`src/rtl/mdu_pkg.sv`:
```
// Shared definitions for the HI/LO multiply/divide unit: op encodings,
// FSM state constants and the default datapath/counter widths.
package mdu_pkg;

    localparam int MDU_DATA_WIDTH = 32;
    localparam int MDU_CNT_W      = $clog2(MDU_DATA_WIDTH);

    // op[1] selects divide, op[0] selects the unsigned variant
    localparam logic [1:0] MDU_MULT  = 2'b00;
    localparam logic [1:0] MDU_MULTU = 2'b01;
    localparam logic [1:0] MDU_DIV   = 2'b10;
    localparam logic [1:0] MDU_DIVU  = 2'b11;

    typedef logic [1:0] mdu_state_t;

    localparam mdu_state_t MDU_IDLE = 2'd0;
    localparam mdu_state_t MDU_RUN  = 2'd1;
    localparam mdu_state_t MDU_FIX  = 2'd2;
    localparam mdu_state_t MDU_DONE = 2'd3;

endpackage

```
`src/rtl/mdu_div_step.sv`:
```
// One restoring-division iteration: shift the next dividend bit into the
// partial remainder and subtract the divisor when it fits.
module mdu_div_step #(
    parameter int W = 32
) (
    input  logic [W-1:0] rem,
    input  logic [W-1:0] quot,
    input  logic [W-1:0] divisor,
    output logic [W-1:0] rem_next,
    output logic [W-1:0] quot_next
);

    logic [W:0]   shifted_s;
    logic         fits_s;
    logic [W-1:0] diff_s;

    // Trial subtraction; the difference always fits W bits when it is kept
    always_comb begin
        shifted_s = {rem, quot[W-1]};
        fits_s    = (shifted_s >= {1'b0, divisor});
        diff_s    = shifted_s[W-1:0] - divisor;
        if (fits_s) begin
            rem_next  = diff_s;
            quot_next = {quot[W-2:0], 1'b1};
        end else begin
            rem_next  = shifted_s[W-1:0];
            quot_next = {quot[W-2:0], 1'b0};
        end
    end

endmodule

```
`src/rtl/mult_div_unit.sv`:
```
// Multi-cycle HI/LO multiply/divide unit (MULT/MULTU/DIV/DIVU, MTHI/MTLO).
// Magnitudes are processed unsigned; signs are applied in the FIX cycle.
// Optional: define MDU_EARLY_TERM_EN to end multiplies once the remaining
// multiplier bits are all zero.
module mult_div_unit
    import mdu_pkg::*;
#(
    parameter int DATA_WIDTH = MDU_DATA_WIDTH
) (
    input  logic                  clk,
    input  logic                  nrst,
    input  logic                  start,
    input  logic [1:0]            op,
    input  logic [DATA_WIDTH-1:0] A,
    input  logic [DATA_WIDTH-1:0] B,
    input  logic                  mthi,
    input  logic                  mtlo,
    output logic [DATA_WIDTH-1:0] hi,
    output logic [DATA_WIDTH-1:0] lo,
    output logic                  busy,
    output logic                  done,
    output logic                  div_by_zero
);

    localparam int W     = DATA_WIDTH;
    localparam int CNT_W = $clog2(DATA_WIDTH);
    localparam logic [CNT_W-1:0] CNT_INIT = CNT_W'(DATA_WIDTH - 1);
    localparam logic [CNT_W-1:0] CNT_ONE  = CNT_W'(1);
    localparam logic [CNT_W-1:0] CNT_ZERO = CNT_W'(0);

    mdu_state_t     state_r;
    logic [CNT_W-1:0] cnt_r;
    logic           is_div_r;
    logic           neg_res_r;
    logic           neg_rem_r;
    logic [2*W-1:0] mcand_r;
    logic [W-1:0]   mplier_r;
    logic [2*W-1:0] prod_r;
    logic [W-1:0]   rem_r;
    logic [W-1:0]   quot_r;
    logic [W-1:0]   divisor_r;
    logic [W-1:0]   hi_r;
    logic [W-1:0]   lo_r;
    logic           busy_r;
    logic           done_r;
    logic           dbz_r;

    logic           signed_op_s;
    logic [W-1:0]   abs_a_s;
    logic [W-1:0]   abs_b_s;
    logic           b_zero_s;
    logic [2*W-1:0] prod_add_s;
    logic [2*W-1:0] prod_fix_s;
    logic [W-1:0]   quot_fix_s;
    logic [W-1:0]   rem_fix_s;
    logic [W-1:0]   rem_nxt_s;
    logic [W-1:0]   quot_nxt_s;
    logic           last_iter_s;

    mdu_div_step #(.W(W)) u_div_step (
        .rem       (rem_r),
        .quot      (quot_r),
        .divisor   (divisor_r),
        .rem_next  (rem_nxt_s),
        .quot_next (quot_nxt_s)
    );

    // Operand magnitudes, multiply accumulate and final sign correction
    always_comb begin
        signed_op_s = ~op[0];
        abs_a_s     = (signed_op_s && A[W-1]) ? -A : A;
        abs_b_s     = (signed_op_s && B[W-1]) ? -B : B;
        b_zero_s    = (B == {W{1'b0}});
        prod_add_s  = mplier_r[0] ? (prod_r + mcand_r) : prod_r;
        prod_fix_s  = neg_res_r ? -prod_r : prod_r;
        quot_fix_s  = neg_res_r ? -quot_r : quot_r;
        rem_fix_s   = neg_rem_r ? -rem_r : rem_r;
`ifdef MDU_EARLY_TERM_EN
        if (is_div_r) begin
            last_iter_s = (cnt_r == CNT_ZERO);
        end else begin
            last_iter_s = (cnt_r == CNT_ZERO) ||
                          (mplier_r[W-1:1] == {(W-1){1'b0}});
        end
`else
        last_iter_s = (cnt_r == CNT_ZERO);
`endif
    end

    // Control FSM, iteration counter and the busy/done/div_by_zero flags
    always_ff @(posedge clk or negedge nrst) begin
        if (!nrst) begin
            state_r   <= MDU_IDLE;
            cnt_r     <= CNT_ZERO;
            is_div_r  <= 1'b0;
            neg_res_r <= 1'b0;
            neg_rem_r <= 1'b0;
            busy_r    <= 1'b0;
            done_r    <= 1'b0;
            dbz_r     <= 1'b0;
        end else begin
            case (state_r)
                MDU_IDLE: begin
                    done_r <= 1'b0;
                    dbz_r  <= 1'b0;
                    if (start) begin
                        is_div_r  <= op[1];
                        neg_res_r <= signed_op_s & (A[W-1] ^ B[W-1]);
                        neg_rem_r <= signed_op_s & A[W-1];
                        if (op[1] && b_zero_s) begin
                            state_r <= MDU_DONE;
                            done_r  <= 1'b1;
                            dbz_r   <= 1'b1;
                        end else begin
                            state_r <= MDU_RUN;
                            cnt_r   <= CNT_INIT;
                            busy_r  <= 1'b1;
                        end
                    end
                end
                MDU_RUN: begin
                    cnt_r <= cnt_r - CNT_ONE;
                    if (last_iter_s) begin
                        state_r <= MDU_FIX;
                    end
                end
                MDU_FIX: begin
                    state_r <= MDU_DONE;
                    busy_r  <= 1'b0;
                    done_r  <= 1'b1;
                end
                MDU_DONE: begin
                    state_r <= MDU_IDLE;
                    done_r  <= 1'b0;
                    dbz_r   <= 1'b0;
                end
                default: begin
                    state_r <= MDU_IDLE;
                    busy_r  <= 1'b0;
                    done_r  <= 1'b0;
                    dbz_r   <= 1'b0;
                end
            endcase
        end
    end

    // Iteration datapath and the architectural HI/LO registers
    always_ff @(posedge clk or negedge nrst) begin
        if (!nrst) begin
            mcand_r   <= {(2*W){1'b0}};
            mplier_r  <= {W{1'b0}};
            prod_r    <= {(2*W){1'b0}};
            rem_r     <= {W{1'b0}};
            quot_r    <= {W{1'b0}};
            divisor_r <= {W{1'b0}};
            hi_r      <= {W{1'b0}};
            lo_r      <= {W{1'b0}};
        end else begin
            case (state_r)
                MDU_IDLE: begin
                    if (start) begin
                        mcand_r   <= {{W{1'b0}}, abs_a_s};
                        mplier_r  <= abs_b_s;
                        prod_r    <= {(2*W){1'b0}};
                        rem_r     <= {W{1'b0}};
                        quot_r    <= abs_a_s;
                        divisor_r <= abs_b_s;
                    end else begin
                        if (mthi) begin
                            hi_r <= A;
                        end
                        if (mtlo) begin
                            lo_r <= A;
                        end
                    end
                end
                MDU_RUN: begin
                    if (is_div_r) begin
                        rem_r  <= rem_nxt_s;
                        quot_r <= quot_nxt_s;
                    end else begin
                        prod_r   <= prod_add_s;
                        mcand_r  <= {mcand_r[2*W-2:0], 1'b0};
                        mplier_r <= {1'b0, mplier_r[W-1:1]};
                    end
                end
                MDU_FIX: begin
                    if (is_div_r) begin
                        hi_r <= rem_fix_s;
                        lo_r <= quot_fix_s;
                    end else begin
                        hi_r <= prod_fix_s[2*W-1:W];
                        lo_r <= prod_fix_s[W-1:0];
                    end
                end
                default: begin
                    hi_r <= hi_r;
                end
            endcase
        end
    end

    assign hi          = hi_r;
    assign lo          = lo_r;
    assign busy        = busy_r;
    assign done        = done_r;
    assign div_by_zero = dbz_r;

endmodule

```
`config.mk`:
```
export PLATFORM = sky130hd
export DESIGN_NAME = mult_div_unit
export DESIGN_NICKNAME = d
export VERILOG_FILES = /design/src/rtl/mdu_pkg.sv /design/src/rtl/mdu_div_step.sv /design/src/rtl/mult_div_unit.sv
export SDC_FILE = /design/constraint.sdc
export NUM_CORES = 1
export LEC_CHECK = 0
export CORE_ASPECT_RATIO = 0.5
export CORE_MARGIN = 8
export CORE_UTILIZATION = 31
export CTS_CLUSTER_SIZE = 10
export DETAILED_ROUTE_END_ITERATION = 16
export MAX_ROUTING_LAYER = met4
export SKIP_CTS_REPAIR_TIMING = 1
export SLEW_MARGIN = 20
export SYNTH_ARGS = -nofsm -noshare
export SYNTH_HDL_FRONTEND = slang
export SYNTH_HIERARCHICAL = 1
export SYNTH_SLANG_ARGS = --single-unit
```
`constraint.sdc`:
```
create_clock -name clk -period 4.2 [get_ports clk]
set_input_delay 1.26 -clock clk [delete_from_list [all_inputs] [get_ports clk]]
set_output_delay 1.26 -clock clk [all_outputs]
set_load 0.02 [all_outputs]
```
==> run summary, run 1 <==
Crit Path Max Fanout - 6
Port Buffers - 137
Critical-path cell list - ha_1, nand2_1, nor4_1, o311ai_0, nand3_1, a211o_1, a31o_2, a221o_1, a41oi_1, or4b_2, nand3_1
Endpoints failing hold - 0
Placed insts - 3961
Die width - 410 um
Pin count of the biggest net entering global routing - 83
Max_slew headroom - 39.5%
Post-Syn Nets - 3085
Setup violators final - 0
Maximum vdd drop - 526 uV
Setup CP Type - reg -> reg
Tmin final - 3.83 ns
Critical path's slowest cell - or4b_2
Clock Pin Slew Worst Setup and Hold Paths - 0.06 ns
Core area - 77000 um^2
Pwr dens - 763 nW/um^2
RSZ-0062 raised after global routing - no
Slew @ Worst Pin - 0.907 ns
Setup ws final - 0.370 ns
Multi-input logic area - 14500 um^2
Most frequent CP cell - nand3_1
Number of DRC markers in iteration 0 - 1900
Crit. End Element - flip-flop
Cts bufs inserted - 40
Worst endpoint required time - 4.71 ns
Final slew viol count - 0
Detailed-route wire length per cell - 19.8 um
Remaining antenna violation count - 0
GR Overflow Total - 0
Via count - 21900
Initial core utilization - 31.2%
Vias in the first global route - 20800
Run status - finished clean
Total global routing track utilization - 18.2%
Root buf cell - clkbuf_16
Cell Count, Final, Fillers Out - 4018
Tcrit/Tclk final - 91.2%
Critical Path Max Stage Delay - 0.64 ns
Num ports - 138
HP Class - reg -> reg
Final core occ - 36.1%
Initial antenna violation count - 4
Die area - 87300 um^2
Fmax - 0.261 GHz
Row count - 72
Sum of negative setup slack - 0 ns
Post-synthesis async set-or-reset flop share - 100%
Post-synth top area share - 34.6%
First-pass GRT wire length - 124 mm
DP HPWL - 60.4 mm
Register area - 8340 um^2
Largest cells by area after synthesis - dfrtp_1 35%, nand2_1 6.1%, o21ai_0 5.8%
Post-synthesis cell type count - 94
Gpl congestion - 0.896
Hold slack final - 0.478 ns
Post-synthesis cell count - 2905
Residual DRC - 0
Netlist Area Pre-Place - 24100 um^2
H-tree lvl count - 2
CTS tree - built
Clock Tree Buf Depth - 3
Cell taking the most area after synthesis - dfrtp_1
Layout cells sized above 1 - 7.69%
Worst-Skew Late Latency - 0.59 ns
Initial DRT Pass Iterations - 5
Synth Warn # - 6
Data arrival time of the worst path - 4.34 ns
Max-cap violations - 0
Final net count - 3147
Register bit count reported by yosys - 333
Vias/cell - 5.44
Most frequent cells in the layout - 390 x nand2_1, 331 x dfrtp_1, 280 x o21ai_0, 247 x nor2_1, 203 x a21oi_1
Worst slack at placement - -0.175 ns
Height of the die - 213 um
Post-Syn Area per Cell - 8.28 um^2
Commonest non-fill, non-tap cell in the layout - nand2_1
Clock sinks - 333
Area grow syn2layout - 15.5%
Skew final - 0.0294 ns
Startpoint types - flip-flop
Layout fillers - 7907
Register area share after synthesis - 34.6%
Number of enable flip-flop cells after synthesis - 0
Post-synth top flop - dfrtp_1
Post-Route WL - 79.4 mm
Leak Pwr - 12.1 nW
==> logic make-up (layout without fill, tap and decap cells) <==
group | after synthesis | count (layout) | synth area share (%)
DFF | 333 | 333 | 34.6
adders and majority gates | 109 | 109 | 5.73
muxes | 51 | 51 | 2.49
xor gates and xnor gates | 258 | 258 | 9.39
other | 0 | 3 | 0
and+or+nand+nor | 935 | 935 | 18.0
AOI/OAI and AO/OA | 926 | 926 | 24.6
buffers and inverters | 293 | 367 | 5.22
==> cells in the mapped netlist (all sizes together), types with 4 or more instances <==
cell and count:
nor3 39, o21a 12, a21oi 205, buf 51
a22o 69, or3 28, and3 13, a31oi 54
nor3b 13, dfrtp 333, a221oi 5, a21o 36
nand4 26, nor2b 20, a211o 6, and2 10
a21boi 5, nor2 251, a41oi 5, inv 85
o31ai 102, mux2 33, nand3 38, o41ai 25
nand2b 39, ha 107, mux2i 17, nand3b 4
o221ai 8, o21bai 17, nor4 19, o211ai 40
or2 10, or4 21, a211oi 10, xor2 109
clkbuf 157, a31o 5, xnor2 149, o21ai 286
nand2 392, o2111ai 4
==> routing by layer <==
| layer | up-vias | GRT usage (%) | share of wire (%) |
|---|---|---|---|
| met2 | 594 | 28.5 | 45 |
| li1 | 10500 | - | - |
| met5 | - | - | 0 |
| met3 | 134 | 3.13 | 5.6 |
| met1 | 10600 | 24.1 | 47 |
| met4 | 0 | 5.55 | 2.9 |
==> report_power, final <==
group	total [mW]	internal [mW]	switching (mW)
Combinational	12.3	4.60	7.70
Clock	3.22	1.80	1.42
Sequential	5.70	4.36	1.34
Total	21.2	10.8	10.5
==> cell type report <==
class	count	area share, %
diodes	3	0.0270
clock buffers	51	3.93
clock inverters	3	0.0900
inverters	85	1.15
multi-input cells	2279	52.2
flip-flops and latches	333	30.0
well taps	1036	4.66
repair buffers	228	7.90
==> worst max-delay path, delay by kind of cell (launching register included) <==
| kind | cells | cell delay [ns] |
|---|---|---|
| compound gates | 5 | 1.21 |
| simple gates | 5 | 1.68 |
| flops | 1 | 0.44 |
| fa+ha+maj | 1 | 0.42 |
==> flip-flops by register name, indices dropped and copies added, names as in the netlist, 2 cells and up <==
register	count
cnt_r	5
divisor_r	32
hi	32
lo	32
mcand_r	64
mplier_r	32
prod_r	64
quot_r	32
rem_r	32
state_r	2
==> metrics by stage <==
step	power, mW	area, um^2
2_1_floorplan	14.1	24100
3_3_place_gp	17.8	26700
3_5_place_dp	18.0	26700
4_1_cts	21.3	27800
5_1_grt	22.8	27800
6_report	21.2	27800
==> path summary, 6_finish.rpt <==
kind | cells after the start | slack [ns] | endpoint | from
max reg2reg | 11 | 0.37 | prod_r[62] | mcand_r[17]
min reg2reg | 2 | 0.48 | mplier_r[26] | mplier_r[26]
min in group asynchronous | 1 | 0.65 | rem_r[9] | nrst
max in group asynchronous | 2 | 2.58 | prod_r[7] | nrst
min | 2 | 0.48 | mplier_r[26] | mplier_r[26]
max | 11 | 0.37 | prod_r[62] | mcand_r[17]
Note: power is estimated with default switching activity, not from simulation.
==> inputs of run 2 (changes only) <==
--- a/config.mk
+++ b/config.mk
@@ -15,5 +15,4 @@
 export SLEW_MARGIN = 20
 export SYNTH_ARGS = -nofsm -noshare
 export SYNTH_HDL_FRONTEND = slang
-export SYNTH_HIERARCHICAL = 1
 export SYNTH_SLANG_ARGS = --single-unit
==> constraint.sdc (replaced) <==
create_clock -name clk -period 4.2 [get_ports clk]
set_input_delay 0.84 -clock clk [delete_from_list [all_inputs] [get_ports clk]]
set_output_delay 0.84 -clock clk [all_outputs]
set_load 0.02 [all_outputs]
==> run 2 against run 1 <==
Synthesized area fell by 1.9%; final cell count decreased by 1.6%; combinational power rose by 15%; flip-flop and latch count did not move; total power rose by 11%; clock power is 6% higher; critical path type unchanged; largest cell class unchanged.
==> run summary, run 2 <==
Post-synth top area share - 35.3% (+0.69 points)
Design area - 27400 um^2 (-1.5%)
CTS tree - built
Largest registers - mcand_r: 64 flops, prod_r: 64 flops
Cts bufs inserted - 41 (+2.5%)
Post-synthesis async set-or-reset flop share - 100% (unchanged)
Placed insts - 3893 (-1.7%)
Number of DRC markers in iteration 0 - 2005 (+5.5%)
Die area - 85700 um^2 (-1.8%)
Final slew viol count - 0 (unchanged)
Via count - 21400 (-2.3%)
Worst-Skew Late Latency - 0.57 ns (-0.02 ns)
Cell Count, Final, Fillers Out - 3953 (-1.6%)
Top-count cell post-synth - nand2_1
Data arrival time of the worst path - 4.37 ns (+0.03 ns)
Post-synthesis cell type count - 82 (-13%)
DP Area - 26100 um^2 (-1.9%)
Largest cells by area after synthesis - dfrtp_1 35%, nand2_1 6.3%, ha_1 5.7%
Residual DRC - 0 (unchanged)
Final net count - 3094 (-1.7%)
Sw power - 11.7 mW (+12%)
CP top delay family - compound AO/OA/AOI/OAI gates
Register bit count reported by yosys - 333 (unchanged)
Setup ws final - 0.232 ns (-0.137 ns)
Initial antenna violation count - 2 (-2)
Number of enable flip-flop cells after synthesis - 0 (unchanged)
Port Buffers - 137 (unchanged)
Critical-path cell list - ha_1, inv_1, fa_1, and2b_1, o2111ai_1, a21oi_1, o31ai_1, o41ai_1, buf_4, o211ai_1, nand2_1, a211oi_1, xor2_1, o21ai_0
Vias in the first global route - 20500 (-1.4%)
Clock Pin Slew Worst Setup and Hold Paths - 0.06 ns (about the same)
Slew @ Worst Pin - 1.03 ns (+0.128 ns)
Root buf cell - clkbuf_16
Reg2reg path depth - 14 (+3)
Sum of negative setup slack - 0 ns (unchanged)
Endpoints failing hold - 0 (unchanged)
Height of the die - 211 um (-0.90%)
Post-synthesis cell count - 2855 (-1.7%)
Seq pwr share - 25.4% (-1.5 points)
Clock Tree Buf Depth - 3 (unchanged)
Num ports - 138 (unchanged)
Crit path depth - 14 (+3)
Gpl congestion - 0.909 (+1.5%)
Tcrit/Tclk final - 94.5% (+3.3 points)
Pin count of the biggest net entering global routing - 107 (+29%)
Commonest non-fill, non-tap cell in the layout - nand2_1
Area grow syn2layout - 16.0%
Bufs and invs on worst path - 2 (+2)
Clock sinks - 333 (unchanged)
Post-Syn Nets - 3035 (-1.6%)
Row count - 71 (-1.4%)
Setup CP Type - reg -> reg
Max-cap violations - 0 (unchanged)
Core area - 75200 um^2 (-2.3%)
Critical path's slowest cell - o31ai_1
Netlist Area Pre-Place - 23600 um^2 (-1.9%)
Clock share of power - 14.5% (-0.7 points)
Switching Fraction - 49.7% (+0.46 points)
Most frequent cells in the layout - 397 x nand2_1, 331 x dfrtp_1, 265 x nor2_1, 257 x o21ai_0, 169 x a21oi_1
Vias/cell - 5.40 (-0.68%)
Post-Route WL - 78.2 mm (-1.5%)
Post-Syn Area per Cell - 8.26 um^2 (-0.22%)
Run status - finished clean
Commonest cells in the netlist - 399 x nand2_1, 333 x dfrtp_1, 265 x nor2_1, 257 x o21ai_0, 169 x a21oi_1
Critical Path Max Stage Delay - 0.81 ns (+0.17 ns)
R2r setup slk - 0.23 ns (-0.14 ns)
Hold slack final - 0.346 ns (-0.132 ns)
GR Overflow Total - 0 (unchanged)
Startpoint types - flip-flop
Comb power frac - 60.1% (+2.1 points)
DP HPWL - 59.5 mm (-1.6%)
Fmax - 0.252 GHz (-3.5%)
Post-synth top flop - dfrtp_1
RSZ-0062 raised after global routing - no
Cell taking the most area after synthesis - dfrtp_1
Total global routing track utilization - 18.4% (+0.24 points)
Internal - 11.8 mW (+9.7%)
Tmin final - 3.97 ns (+0.137 ns)
HP Class - in -> async
Worst slack at placement - 0.159 ns (+0.334 ns)
Leak Pwr - 11.7 nW (-2.9%)
Detailed-route wire length per cell - 19.8 um (+0.10%)
Layout cells sized above 1 - 5.29% (-2.4 points)
Final core occ - 36.4% (+0.29 points)
Crit. End Element - flip-flop
Initial core utilization - 31.4% (+0.12 points)
Die width - 406 um (-0.94%)
Register area share after synthesis - 35.3% (+0.69 points)
Remaining antenna violation count - 0 (unchanged)
Pwr dens - 858 nW/um^2 (+12%)
Max_slew headroom - 30.8% (-8.8 points)
First-pass GRT wire length - 122 mm (-1.1%)
Synth Warn # - 0 (-6)
Skew final - 0.0250 ns (-0.00440 ns)
H-tree lvl count - 2 (unchanged)
Crit Path Max Fanout - 5 (-1)
Worst endpoint required time - 4.60 ns (-0.11 ns)
Maximum vdd drop - 421 uV (-20%)
Initial DRT Pass Iterations - 5 (unchanged)
Total chip power - 23.5 mW (+11%)
Setup violators final - 0 (unchanged)
## run 2: layout make-up
class / instances / area [um^2]
fill: 7660 / 47900
multi-input combinational: 2273 / 14400
sequential: 333 / 8340
timing repair buffer: 187 / 1880
tap: 1022 / 1280
clock buffer: 55 / 1160
inverter: 78 / 293
clock inverter: 4 / 51.3
antenna: 1 / 2.50
## run 2: cell families after synthesis
group	count (synthesis)	share of synthesized area [%]
xor gates and xnor gates	267	9.91
DFF	333	35.3
muxes	32	1.42
AOI/OAI and AO/OA	909	24.9
buffers and inverters	249	4.08
adders and majority gates	109	5.84
and+or+nand+nor	956	18.5
## run 2: worst reg2reg max path, delay by kind of cell (launching register included)
family          cells  cell delay (ns)
buf+inv             2             0.29
compound gates      7             2.09
fa+ha+maj           2             0.42
flops               1             0.44
simple gates        2             0.39
xor+xnor            1             0.17
## run 2: final timing paths
path | startpoint | to
worst max-delay path | prod_r[0] | prod_r[60]
worst min-delay path | nrst | rem_r[11]
worst max register to register | prod_r[0] | prod_r[60]
worst min register to register | mplier_r[26] | mplier_r[26]
max in group asynchronous | nrst | quot_r[17]
min in group clk | mplier_r[26] | mplier_r[26]
## run 2: metal layers
layer | GRT usage, % | part of all wire (%) | vias to the layer above
met3 | 2.42 | 5.0 | 137
met1 | 24.8 | 46 | 10300
met4 | 7.42 | 4.1 | 0
met5 | - | 0 | -
li1 | - | - | 10300
met2 | 28.0 | 45 | 587
## run 2: power groups by stage
stage / Sequential (mW) / Combinational [mW] / Clock (mW)
final: 5.97 / 14.1 / 3.41
after global routing: 6.14 / 15.5 / 3.63
after CTS: 5.95 / 14.0 / 3.51
after detailed placement: 5.99 / 14.0 / 0
after global placement: 5.95 / 13.8 / 0
after floorplan: 5.74 / 9.72 / 0
